**src/rtl/wb_pkg.sv**
```systemverilog
// Shared Wishbone types for the command-stream initiator.
package wb_pkg;

  localparam int WB_AW = 32;
  localparam int WB_DW = 32;
  localparam int WB_SW = 4;

  typedef enum logic [1:0] {
    IDLE = 2'd0,
    BUS  = 2'd1,
    RESP = 2'd2
  } wbi_state_t;

  typedef struct packed {
    logic             we;
    logic [WB_AW-1:0] adr;
    logic [WB_DW-1:0] dat;
    logic [WB_SW-1:0] sel;
  } wb_cmd_t;

endpackage

```
**src/rtl/wb_cmd_initiator.sv**
```systemverilog
// Wishbone classic initiator: one command in, one single-beat WB cycle out,
// one response back (read data or timeout error). At most one transaction in flight.
module wb_cmd_initiator
  import wb_pkg::*;
#(
  parameter int TIMEOUT_CYCLES = 16
) (
  input  logic             wb_clk_i,
  input  logic             wb_rst_i,
  input  logic             cmd_valid,
  output logic             cmd_ready,
  input  logic             cmd_we,
  input  logic [WB_AW-1:0] cmd_adr,
  input  logic [WB_DW-1:0] cmd_dat,
  input  logic [WB_SW-1:0] cmd_sel,
  output logic             rsp_valid,
  input  logic             rsp_ready,
  output logic [WB_DW-1:0] rsp_dat,
  output logic             rsp_err,
  output logic             wbm_cyc_o,
  output logic             wbm_stb_o,
  output logic             wbm_we_o,
  output logic [WB_AW-1:0] wbm_adr_o,
  output logic [WB_DW-1:0] wbm_dat_o,
  output logic [WB_SW-1:0] wbm_sel_o,
  input  logic             wbm_ack_i,
  input  logic [WB_DW-1:0] wbm_dat_i
);

  localparam int TW = $clog2(TIMEOUT_CYCLES + 1);
  localparam logic [TW-1:0] CNT_LAST = TW'(TIMEOUT_CYCLES - 1);

  wbi_state_t       state_q, state_d;
  logic [TW-1:0]    cnt_q, cnt_d;
  wb_cmd_t          cmd_q, cmd_d;
  logic             cyc_q, cyc_d;
  logic             rsp_valid_q, rsp_valid_d;
  logic [WB_DW-1:0] rsp_dat_q, rsp_dat_d;
  logic             rsp_err_q, rsp_err_d;

  always_comb begin
    state_d     = state_q;
    cnt_d       = cnt_q;
    cmd_d       = cmd_q;
    cyc_d       = cyc_q;
    rsp_valid_d = rsp_valid_q;
    rsp_dat_d   = rsp_dat_q;
    rsp_err_d   = rsp_err_q;

    case (state_q)
      IDLE: begin
        cnt_d = '0;
        if (cmd_valid) begin
          cmd_d.we  = cmd_we;
          cmd_d.adr = cmd_adr;
          cmd_d.dat = cmd_dat;
          cmd_d.sel = cmd_sel;
          cyc_d     = 1'b1;
          state_d   = BUS;
        end
      end
      BUS: begin
        // An ack on the last permitted cycle still completes the transfer normally.
        if (wbm_ack_i) begin
          rsp_dat_d   = cmd_q.we ? '0 : wbm_dat_i;
          rsp_err_d   = 1'b0;
          rsp_valid_d = 1'b1;
          cyc_d       = 1'b0;
          cnt_d       = '0;
          state_d     = RESP;
        end else if (cnt_q == CNT_LAST) begin
          rsp_dat_d   = '0;
          rsp_err_d   = 1'b1;
          rsp_valid_d = 1'b1;
          cyc_d       = 1'b0;
          cnt_d       = '0;
          state_d     = RESP;
        end else begin
          cnt_d = cnt_q + TW'(1);
        end
      end
      RESP: begin
        if (rsp_ready) begin
          rsp_valid_d = 1'b0;
          state_d     = IDLE;
        end
      end
      default: begin
        state_d     = IDLE;
        cyc_d       = 1'b0;
        rsp_valid_d = 1'b0;
        cnt_d       = '0;
      end
    endcase
  end

  always_ff @(posedge wb_clk_i) begin
    if (wb_rst_i) begin
      state_q     <= IDLE;
      cnt_q       <= '0;
      cmd_q       <= '0;
      cyc_q       <= 1'b0;
      rsp_valid_q <= 1'b0;
      rsp_dat_q   <= '0;
      rsp_err_q   <= 1'b0;
    end else begin
      state_q     <= state_d;
      cnt_q       <= cnt_d;
      cmd_q       <= cmd_d;
      cyc_q       <= cyc_d;
      rsp_valid_q <= rsp_valid_d;
      rsp_dat_q   <= rsp_dat_d;
      rsp_err_q   <= rsp_err_d;
    end
  end

  assign cmd_ready = (state_q == IDLE);
  assign rsp_valid = rsp_valid_q;
  assign rsp_dat   = rsp_dat_q;
  assign rsp_err   = rsp_err_q;
  assign wbm_cyc_o = cyc_q;
  assign wbm_stb_o = cyc_q;
  assign wbm_we_o  = cmd_q.we;
  assign wbm_adr_o = cmd_q.adr;
  assign wbm_dat_o = cmd_q.dat;
  assign wbm_sel_o = cmd_q.sel;

endmodule

```
**config.mk**
```make
export PLATFORM = sky130hd
export DESIGN_NAME = wb_cmd_initiator
export DESIGN_NICKNAME = d
export VERILOG_FILES = /design/src/rtl/wb_pkg.sv /design/src/rtl/wb_cmd_initiator.sv
export SDC_FILE = /design/constraint.sdc
export NUM_CORES = 1
export LEC_CHECK = 0
export ABC_AREA = 1
export BUFFER_PORTS_ARGS = -buffer_cell sky130_fd_sc_hd__clkbuf_2
export CAP_MARGIN = 20
export CORE_UTILIZATION = 43
export CTS_BUF_LIST = sky130_fd_sc_hd__clkbuf_8
export DETAILED_ROUTE_END_ITERATION = 8
export HOLD_SLACK_MARGIN = 0.03
export PLACE_DENSITY = 0.76
export SYNTH_ARGS = -nofsm -noshare
export SYNTH_HDL_FRONTEND = slang
export SYNTH_SLANG_ARGS = --single-unit
```
**constraint.sdc**
```tcl
create_clock -name wb_clk_i -period 1.4 [get_ports wb_clk_i]
set_clock_uncertainty 0.05 [all_clocks]
set_input_delay 0.07 -clock wb_clk_i [delete_from_list [all_inputs] [get_ports wb_clk_i]]
set_output_delay 0.07 -clock wb_clk_i [all_outputs]
set_load 0.02 [all_outputs]
```
==> impl_metrics.tcl, run 1 <==
set metrics [dict create \
    cp_slowest_cell "dfxtp_2" \
    synth.avg_cell_area_sq_um 7.45 \
    cpLargestDelayFamily "simple AND/OR/NAND/NOR gates" \
    finalSetupViolations 0 \
    yosys.area.top_type "dfxtp_1" \
    hold_viol 0 \
    design_area_sq_um 6930 \
    remaining_drc_errors 0 \
    grt_max_degree 57 \
    path_class "register to register" \
    cts_root_buffer "clkbuf_8" \
    ys_types 21 \
    diodes 0 \
    post-place-cells 899 \
    cp_cell_sequence "ha_4 > nand4_4 > nand2_4 > nand2_4 > inv_8 > clkbuf_16 > nor2_1 > nor2_1" \
    worstMarginPinSlew_ns 0.238 \
    grt_antenna_before_repair 0 \
    dpl_worst_slack_ns 0.00647 \
    cts.sinks 111 \
    yosysTopAreaCellShare 0.520 \
    syn_inst 574 \
    power.leakage_uw 0.00335 \
    crit_path_max_fanout 8 \
    max_freq_ghz 0.739 \
    cp.required_ns 1.64 \
    die_y_um 102 \
    drt_iter0_drc 167 \
    synth_nets 681 \
    rsz0062_at_grt "true" \
    r2r_slack_ns 0.05 \
    postPlaceCellArea_sq_um 5530 \
    avgViaCountPerCell 4.86 \
    cts.reportedPaths.clkPinSlew_ns 0.10 \
    power.density_nw_per_um2 1070 \
    drive_above_1_share 0.319 \
    vias 4970 \
    synthTopCellsByCount "nor2_1 (185), dfxtp_1 (111), nand2_1 (79), o21ai_0 (73), nand3_1 (36)" \
    io_pins 212 \
    wl_per_cell_um 14.2 \
    async_reset_ff_frac 0 \
    postRouteAntennaNets 0 \
    cp_slowest_stage_delay_ns 0.37 \
    area_growth_pct 62.2 \
    end_kind "register" \
    yosysMostFrequentCell "nor2_1" \
    clk_latency_ns 0.35 \
    syn-cell-area_sq_um 4270 \
    grt_overflow 0 \
    synth_flop_cell "dfxtp_1" \
    status "finished clean" \
    ys_warn_count 0 \
    grt_pass1_vias 4441 \
    portBuffers 211 \
    drt_wl_total_um 14500 \
    die-area_sq_um 10300 \
    seq_area_frac_synth 0.520 \
    grt_use_total 0.257 \
    slew-limit-headroom 0.841 \
    dp_hpwl_um 7850 \
    critPathBufInv 2 \
    startpoint_type "register" \
    finalWorstPathRequiredPeriod_ns 1.35 \
    start_util 0.441 \
    rows 36 \
    die_x_um 102 \
    h-tree-depth 3 \
    final.setup.tns_ns 0 \
    maxCapViolCount 0 \
    critPathArrivalTime_ns 1.60 \
    drv_slew 0 \
    clockBufferDepth 2 \
    stdcell_count 1023 \
    cts_tree "done" \
    grt_pass1_wl_um 20700 \
    setup_ws_ns 0.0473 \
    drt_first_pass_iters 5 \
    min_period_over_period 0.966 \
    synth_seq_cells 111 \
    routabilityCongestion 0.790 \
    ys_top_cells_by_area "dfxtp_1 (52%), nor2_1 (16%), o21ai_0 (8.5%)" \
    hp-class "primary input to register" \
    design.core.area_sq_um 9680 \
    cts_buffers 9 \
    fin_nets 993 \
    irDropWorstVdd_uv 667 \
    synth-edff-count 0 \
]
-- per-stage QoR --
step,hold slack [ns],util,total power (uW)
4_1_cts,0.0827,0.701,7360
2_1_floorplan,0.185,-,4520
6_report,0.135,0.716,7430
3_5_place_dp,0.277,0.571,5090
3_3_place_gp,0.270,0.571,5060
5_1_grt,0.132,0.716,7790
-- per-layer routing --
metal  up-vias  routed length (um)  part of all wire  GRT usage
met2       245                7340              0.51      0.455
met5         -                   0                 0          0
li1       2441                   -                 -          -
met1      2242                5690              0.39      0.285
met3        42                1130             0.078     0.0628
met4         0                 351             0.024      0.133
-- layout make-up --
class	instances	area, sq um
fillers	677	2750
repair buffers	340	2450
flip-flops and latches	111	2220
multi-input cells	412	1820
well taps	133	166
clock buffers	10	138
clock inverters	5	73.8
inverters	12	55.1
-- worst reg2reg max path, delay by kind of cell (launching register included) --
kind | cells | cell delay, ns
AND/OR/NAND/NOR | 5 | 0.46
flip-flops | 1 | 0.37
buffers and inverters | 2 | 0.24
adder cells (fa/ha/maj) | 1 | 0.16
-- cells in the final DEF (no fill, tap or decap), drive strengths merged --
cell type and instances:
clkbuf 225, nor2 206, dfxtp 111, dlygate4sd3 104
nand2 82, o21ai 73, nand3 36, buf 21
inv 13, a21oi 11, nor3 2, bufinv 2
clkinv 2, nand4 1, ha 1
-- timing repair --
action,in CTS,in global routing
hold buffers,104,0
cloned,0,4
setup buffers,0,1
hold endpoints to repair,108,0
endpoints found under the setup margin,4,79
pin swaps,0,3
gates resized for setup,1,20
-- sequential cells by signal (all words and copies together), names as in the netlist --
| name | flops |
|---|---|
| rsp_err | 1 |
| wbm_dat_o | 32 |
| cnt_q | 5 |
| rsp_valid | 1 |
| state_q | 2 |
| wbm_adr_o | 32 |
| rsp_dat | 32 |
| wbm_cyc_o | 1 |
| wbm_sel_o | 4 |
| wbm_we_o | 1 |
-- worst paths after layout --
check        startpoint           end  depth (start not counted)
max            cnt_q[0]   rsp_dat[19]                          8
min           cmd_valid  wbm_adr_o[6]                          4
max reg2reg    cnt_q[0]   rsp_dat[19]                          8
min reg2reg   rsp_valid     rsp_valid                          2
-- where the power goes --
| part | leakage, uW | internal (uW) | switching [uW] | total (uW) |
|---|---|---|---|---|
| logic | 0.00232 | 781 | 1040 | 1820 |
| registers | 0.000916 | 3410 | 150 | 3560 |
| clock network | 0.000113 | 1040 | 1010 | 2050 |
-- logic make-up after synthesis --
family	after synthesis	share of synthesized area
buffers and inverters	51	0.0621
flip-flops	111	0.520
adder cells (fa/ha/maj)	1	0.00293
AND/OR/NAND/NOR	327	0.317
AO/OA/AOI/OAI	84	0.0984
Power figures use the tool's default switching activity.
==> run 2: changes to the inputs <==
Settings changed: CELL_PAD_IN_SITES_DETAIL_PLACEMENT from default to 1, CELL_PAD_IN_SITES_GLOBAL_PLACEMENT from default to 1, CORE_UTILIZATION 43 to 29, PLACE_DENSITY 0.76 to 0.75.
==> impl_metrics.tcl, run 2 (synthesized netlist as in run 1, its figures left out) <==
set metrics [dict create \
    start_util 0.295 \
    cts_root_buffer "clkbuf_8" \
    drive_above_1_share 0.327 \
    diodes 0 \
    final_common_cell "clkbuf_2" \
    cts_buffers 9 \
    dp_hpwl_um 9260 \
    cp_slowest_cell "dfxtp_2" \
    power.leakage_uw 0.00338 \
    swShare 0.309 \
    holdWs_ns 0.0410 \
    total_power_uw 7530 \
    die_y_um 123 \
    maxCapViolCount 0 \
    grt-busiest-layer "met2" \
    most-common-layout-cells "clkbuf_2 (211), nor2_1 (180), dfxtp_1 (109)" \
    cts.reportedPaths.clkPinSlew_ns 0.11 \
    grt_overflow 0 \
    die_x_um 123 \
    final.setup.tns_ns -0.00892 \
    p_sw_uw 2330 \
    area_growth_pct 65.5 \
    rows 44 \
    remaining_drc_errors 0 \
    vias 4934 \
    routabilityCongestion 0.728 \
    avgViaCountPerCell 4.57 \
    drt_first_pass_iters 4 \
    postPlaceCellArea_sq_um 5650 \
    postRouteAntennaNets 0 \
    min_period_over_period 1.01 \
    design.core.area_sq_um 14500 \
    cp_cell_sequence "ha_4 > nand4_4 > nand2_4 > nand2_4 > clkinv_8 > clkbuf_16 > nor2_2 > nor2_1" \
    die-area_sq_um 15200 \
    grt_use_total 0.200 \
    cts.sinks 111 \
    clk_latency_ns 0.37 \
    path_common_cell "nand2_4" \
    pwr-share-comb 0.248 \
    power.density_nw_per_um2 1060 \
    io_pins 212 \
    critPathBufInv 2 \
    grt_pass1_wl_um 23700 \
    filler_cell_count 1773 \
    drt_iter0_drc 121 \
    clockBufferDepth 2 \
    setup_ws_ns -0.00892 \
    cp_slowest_stage_delay_ns 0.37 \
    path_class "register to register" \
    fin_nets 998 \
    p_int_uw 5200 \
    finalSetupViolations 1 \
    cts_tree "done" \
    design_area_sq_um 7080 \
    slew-limit-headroom 0.833 \
    cp.required_ns 1.64 \
    portBuffers 211 \
    grt_max_degree 55 \
    wl_per_cell_um 15.0 \
    grt_use_met3 0.0595 \
    final_core_util 0.489 \
    violations "negative setup slack" \
    cpLargestDelayFamily "simple AND/OR/NAND/NOR gates" \
    startpoint_type "register" \
    drv_slew 0 \
    grt_use_met2 0.360 \
    worstMarginPinSlew_ns 0.251 \
    grt_pass1_vias 4938 \
    crit_path_max_fanout 8 \
    critPathArrivalTime_ns 1.65 \
    drt_wl_total_um 16200 \
    pwr-share-clk 0.280 \
    end_kind "register" \
    max_freq_ghz 0.710 \
    grt_antenna_before_repair 0 \
    irDropWorstVdd_uv 696 \
    p_seq_frac 0.472 \
    status "finished, violations left" \
    grtUsageMet1 0.224 \
    hp-class "primary input to register" \
    finalWorstPathRequiredPeriod_ns 1.41 \
    h-tree-depth 3 \
    hold_viol 0 \
]
[run 2: cell types whose count changed in the layout (fill, tap and decap cells not counted), sizes merged]
cell,before,now
buf,21,26
clkinvlp,0,3
clkbuf,225,224
clkinv,2,1
[run 2: per-layer routing]
layer  part of all wire  vias up
met3              0.068       20
met2               0.50      160
met1               0.41     2305
met5                  0        -
met4              0.015        0
li1                   -     2449
[run 2: tightest hold or removal path: cells and delay by family]
family                 cells  cell delay [ns]
AOI/OAI and AO/OA          1             0.06
buffers and inverters      2             0.19
and+or+nand+nor            1             0.10
[run 2: power groups by stage]
stage / Combinational (uW) / Clock [uW] / Sequential, uW
after floorplan: 622 / 0 / 3900
after global placement: 1520 / 0 / 3610
after detailed placement: 1540 / 0 / 3620
after CTS: 1770 / 2190 / 3540
after global routing: 2030 / 2300 / 3590
final: 1860 / 2110 / 3550
[run 2: repair_timing]
| item | in CTS | in global routing |
|---|---|---|
| resized for setup | 0 | 20 |
| setup endpoints to repair | 0 | 66 |
| endpoints found under the hold margin | 108 | 1 |
| hold buffers | 103 | 1 |
| setup buffers | 0 | 2 |
[run 2: final cells by class]
| cell class | count | area [sq um] | area share |
|---|---|---|---|
| flip-flops and latches | 111 | 2220 | 0.314 |
| inverters | 12 | 60.1 | 0.00849 |
| clock buffers | 9 | 124 | 0.0175 |
| multi-input cells | 412 | 1830 | 0.258 |
| clock inverters | 7 | 90.1 | 0.0127 |
| well taps | 184 | 230 | 0.0325 |
| repair buffers | 345 | 2520 | 0.356 |
[run 2: final timing paths]
| check | start | to | slack [ns] | cells after the start |
|---|---|---|---|---|
| min reg2reg | rsp_err | rsp_err | 0.42 | 2 |
| max | cnt_q[1] | rsp_dat[17] | -0.009 | 8 |
| min | wbm_ack_i | rsp_err | 0.04 | 4 |
| max reg2reg | cnt_q[1] | rsp_dat[17] | -0.009 | 8 |
[run 2: per-stage QoR]
stage	worst slack [ns]	instances
detailed placement	0.0202	954
CTS	0.000910	1073
finish	-0.00892	1080
floorplan	0.0452	574
global placement	0.0747	954
global route	-0.0493	1080
